## config.mk

```make
export PLATFORM = sky130hd
export DESIGN_NAME = clock_mode_controller
export DESIGN_NICKNAME = d
export VERILOG_FILES = /design/src/rtl/clock_mode_controller.sv
export SDC_FILE = /design/constraint.sdc
export NUM_CORES = 1
export LEC_CHECK = 0
export ABC_AREA = 0
export BUFFER_PORTS_ARGS = -buffer_cell sky130_fd_sc_hd__buf_2
export CAP_MARGIN = 20
export CORE_MARGIN = 2
export CORE_UTILIZATION = 30
export DETAILED_ROUTE_END_ITERATION = 16
export HOLD_SLACK_MARGIN = 0.03
export PLACE_DENSITY = 0.44
export RECOVER_POWER = 100
export SYNTH_ARGS = -nofsm -noshare
export SYNTH_HDL_FRONTEND = slang
export SYNTH_SLANG_ARGS = --single-unit
```

## constraint.sdc

```tcl
create_clock -name clk200Hz -period 1.35 [get_ports clk200Hz]
set_input_delay 0.2025 -clock clk200Hz [delete_from_list [all_inputs] [get_ports clk200Hz]]
set_output_delay 0.2025 -clock clk200Hz [all_outputs]
set_load 0.02 [all_outputs]
```

## src/rtl/clock_mode_controller.sv

```systemverilog
// clock_mode_controller: debounced button FSM selecting clock/adjust/alarm modes with adjust strobes
module clock_mode_controller #(
  parameter int DEBOUNCE_CYCLES = 4,
  parameter int ALARM_TIMEOUT = 12000
) (
  input  logic       clk200Hz,
  input  logic       rst,
  input  logic       btnC,
  input  logic       btnU,
  input  logic       btnD,
  input  logic       btnL,
  input  logic       btnR,
  input  logic       alarm_match,
  output logic       en_en,
  output logic       adjust_en_hour,
  output logic       adjust_en_min,
  output logic       adjust_alarm_en_hour,
  output logic       adjust_alarm_en_min,
  output logic       updown,
  output logic       segment_display_flag,
  output logic       alarm_active,
  output logic [5:0] mode_led
);
  localparam int CW = $clog2(DEBOUNCE_CYCLES + 1);
  typedef enum logic [5:0] {
    CLOCK     = 6'b000001,
    ADJ_HOUR  = 6'b000010,
    ADJ_MIN   = 6'b000100,
    ADJ_AHOUR = 6'b001000,
    ADJ_AMIN  = 6'b010000,
    ALARM     = 6'b100000
  } state_t;
  state_t state, state_n;
  logic [4:0] sync1, sync2, deb, deb_q, pulse;
  logic [CW-1:0] cnt [5];
  logic [3:0] stb, stb_n;
  logic updown_n, am_q, am_q2;
  logic [13:0] tcnt;
  // button bit order: 0=C 1=U 2=D 3=L 4=R
  always_ff @(posedge clk200Hz) begin
    if (!rst) begin
      sync1 <= '0;
      sync2 <= '0;
      deb <= '0;
      deb_q <= '0;
      pulse <= '0;
      cnt <= '{default: '0};
    end else begin
      sync1 <= {btnR, btnL, btnD, btnU, btnC};
      sync2 <= sync1;
      deb_q <= deb;
      pulse <= deb & ~deb_q;
      for (int i = 0; i < 5; i++) begin
        if (sync2[i] == deb[i]) cnt[i] <= '0;
        else if (cnt[i] == CW'(DEBOUNCE_CYCLES - 1)) begin
          deb[i] <= sync2[i];
          cnt[i] <= '0;
        end else cnt[i] <= cnt[i] + 1'b1;
      end
    end
  end
  always_ff @(posedge clk200Hz) begin
    if (!rst) begin
      state <= CLOCK;
      stb <= '0;
      updown <= 1'b1;
      am_q <= 1'b0;
      am_q2 <= 1'b0;
      tcnt <= '0;
    end else begin
      state <= state_n;
      stb <= stb_n;
      updown <= updown_n;
      am_q <= alarm_match;
      am_q2 <= am_q;
      tcnt <= (state == ALARM) ? tcnt + 1'b1 : '0;
    end
  end
  always_comb begin
    state_n = state;
    stb_n = '0;
    updown_n = updown;
    if (state == ALARM)
      state_n = (|pulse || tcnt == 14'(ALARM_TIMEOUT - 1)) ? CLOCK : ALARM;
    else if (state == CLOCK)
      state_n = pulse[0] ? ADJ_HOUR : (am_q & ~am_q2) ? ALARM : CLOCK;
    else if (pulse[0])
      state_n = CLOCK;
    else if (pulse[3] | pulse[4])
      state_n = (pulse[3] & pulse[4]) ? state :
                pulse[4] ? state_t'({1'b0, state[3:1], state[4], 1'b0}) :
                           state_t'({1'b0, state[1], state[4:2], 1'b0});
    else if (pulse[1] ^ pulse[2]) begin
      stb_n = state[4:1];
      updown_n = pulse[1];
    end
  end
  assign {adjust_alarm_en_min, adjust_alarm_en_hour, adjust_en_min, adjust_en_hour} = stb;
  assign mode_led = state;
  assign en_en = state[0] | state[5];
  assign segment_display_flag = state[3] | state[4];
  assign alarm_active = state[5];
endmodule

```

==> impl_metrics.json <==
{
  "hold_ws_ns": 0.0645,
  "ys.flop_type": "dfxtp_1",
  "start_util_pct": 31.2,
  "clkPwrFrac_pct": 37.8,
  "maxSlewViolCount": 0,
  "coreArea_sq_um": 8300,
  "cp_num_cells": 4,
  "synth-edff-count": 0,
  "crit_chain": "or4_4 > o211ai_4 > o21ai_2 > a31oi_1",
  "drive_gt1_share_pct": 35.7,
  "cts_made_buffers": 9,
  "finalHoldViolCount": 0,
  "max_freq_mhz": 682,
  "worst_slew_pin_slew_ns": 0.560,
  "hp-class": "in2reg",
  "avgViaCountPerCell": 4.46,
  "drc": 0,
  "pin_count": 22,
  "synth_top_area_share_pct": 51.9,
  "cp.required_ns": 1.61,
  "max_stage_delay_ns": 0.58,
  "grtUsageTotal_pct": 10.6,
  "rows": 33,
  "drtAntennaViolNets": 0,
  "path_clk_slew_ns": 0.08,
  "drv_cap": 0,
  "swShare_pct": 27.8,
  "ys_ff_latch": 67,
  "synth_compound_area_share_pct": 6.29,
  "setup_ws_ns": -0.116,
  "synth_cells": 260,
  "rsz0062_at_grt": "yes",
  "holdPathStages": 2,
  "yosys.area_share.simple_pct": 23.9,
  "crit_buf_inv": 0,
  "ir_drop_v": 0.000525,
  "wl_met1_microns": 2300,
  "first_global_vias": 1841,
  "place_area_sq_um": 3100,
  "synth_area_leaders": "dfxtp_1, ha_1, and2_1, nor2_1, xnor2_1",
  "grt_start_max_net_pins": 16,
  "fin_nets": 347,
  "startpoint_type": "flop",
  "synth_xor_area_share_pct": 6.77,
  "vias": 1953,
  "setup_viol_count_final": 12,
  "antenna_found_initial": 0,
  "synth_fa_ha_area_share_pct": 5.32,
  "async_flop_share_pct": 0,
  "slew-limit-headroom_pct": 62.7,
  "dr.pass1.iters": 6,
  "combinationalPowerShare_pct": 15.4,
  "place.gp.congestion": 0.784,
  "seqPwrFrac_pct": 46.8,
  "path_max_fanout": 5,
  "wl_met2_microns": 2350,
  "cts.path.max_buffers": 2,
  "worst_ep_arrival_time_ns": 1.72,
  "cts_tree": "built",
  "diodes": 0,
  "crit_path_end_kind": "flop",
  "syn_area_per_cell_sq_um": 9.95,
  "synth_mux_area_share_pct": 2.32,
  "utilization_pct": 43.6,
  "cts_sinks": 67,
  "min_period_ns": 1.47,
  "syn-cell-area_sq_um": 2590,
  "leakage_uw": 0.00144,
  "ys_seq_area_share_pct": 51.9,
  "synth_top_cell_by_area": "dfxtp_1",
  "worstSetupPathType": "reg2reg",
  "period_share_pct": 109,
  "synth_nets": 279,
  "ctsRootBufferMaster": "clkbuf_8",
  "syn2layout_area_growth_pct": 39.8,
  "cts_hold_buf": 0,
  "drt_iter0_drc": 30,
  "violations": "negative setup slack",
  "highest_layer": "met4",
  "fin_area_sq_um": 3620,
  "die_w_microns": 96.9,
  "grt_pass1_wl_microns": 8100,
  "port_buffers": 21,
  "drt_wl_total_microns": 4900,
  "path_delay_family": "simple AND/OR/NAND/NOR gates",
  "wl_met3_microns": 151,
  "overflow": 0,
  "slowest_stage": "or4_4",
  "clock_skew_ns": 0.00919,
  "r2r_cells": 4,
  "yosysUniqueCellTypes": 40,
  "clk_latency_ns": 0.34,
  "synth_warnings": 0,
  "htreeDepth": 3,
  "p_sw_uw": 1230,
  "outcome": "complete, but fails checks",
  "yosys-top-cells-count": "dfxtp_1, nor2_1, and2_1",
  "dieArea_sq_um": 9380,
  "powerDensity_nw_per_um2": 1230,
  "detailed_place_hpwl_microns": 3330,
  "synth_top_family_by_area": "simple AND/OR/NAND/NOR gates",
  "die_y_microns": 96.9,
  "cell_internal_pwr_uw": 3200,
  "synth_most_common_cell": "dfxtp_1",
  "wire_per_inst_microns": 11.2
}
[path summary, 6_finish.rpt]
kind / from / endpoint / slack (ns)
hold reg to reg: deb_q[0] / pulse[0] / 0.38
setup / recovery: mode_led[2] / mode_led[5] / -0.12
setup reg to reg: mode_led[2] / mode_led[5] / -0.12
hold / removal: btnU / sync1[1] / 0.06
[cells in the final DEF, fill, tap and decap left out, types with 8 or more instances in the layout]
cell type   n
dfxtp_1    56
buf_4      31
nor2_1     26
inv_1      16
and2_1     13
nor2b_1    13
buf_6      12
xnor2_1    11
buf_2      11
ha_1       10
nand2_1     9
clkbuf_8    9
clkbuf_1    9
xor2_1      8
and2_0      8
[metrics by stage]
stage	total power, uW	cells	setup TNS [ns]	setup WS [ns]
final	4440	438	-0.979	-0.116
after global routing	4680	438	-2.17	-0.200
after CTS	4450	434	-1.82	-0.110
after detailed placement	2660	415	-1.16	-0.0817
after global placement	2660	415	-0.829	-0.0860
after floorplan	2530	260	-0.487	-0.0639
[cell families (layout without fill, tap and decap cells)]
family | after synthesis | after routing
AOI/OAI and AO/OA | 22 | 22
xor gates and xnor gates | 20 | 20
adders and majority gates | 11 | 11
buffers and inverters | 23 | 96
DFF | 67 | 67
muxes | 6 | 6
and+or+nand+nor | 111 | 111
[metal layers]
| layer | vias to the layer above | global-route usage, % |
|---|---|---|
| met5 | - | 0 |
| met4 | 0 | 5.53 |
| met3 | 9 | 2.67 |
| met2 | 29 | 16.9 |
| met1 | 913 | 13.2 |
| li1 | 1002 | - |
[registers in the layout, indices dropped and copies added (netlist names)]
register and cells:
tcnt 14, deb 5, cnt 15, updown 1, mode_led 6, am_q2 1, stb 4, am_q 1
sync1 5, pulse 5, sync2 5, deb_q 5
[area by class of cell]
type                    count  area (sq um)
well taps                 105           131
repair buffers             64           477
fillers                   804          4680
multi-input cells         170          1380
clock buffers               9           124
clock inverters             7          77.6
inverters                  16          60.1
flip-flops and latches     67          1370
[power by group through the flow]
| stage | registers [uW] | clock network (uW) | logic (uW) |
|---|---|---|---|
| global placement | 2140 | 0 | 521 |
| finish | 2070 | 1680 | 684 |
| CTS | 2080 | 1740 | 631 |
| detailed placement | 2140 | 0 | 519 |
| global route | 2080 | 1840 | 752 |
| floorplan | 2130 | 0 | 408 |
[timing repair]
item,in CTS,in global routing
pin swaps,0,10
buffers inserted,3,5
gates cloned,0,0
resized for setup,16,44
endpoints found under the setup margin,28,26
No activity file was read; power rests on OpenSTA's default activity.
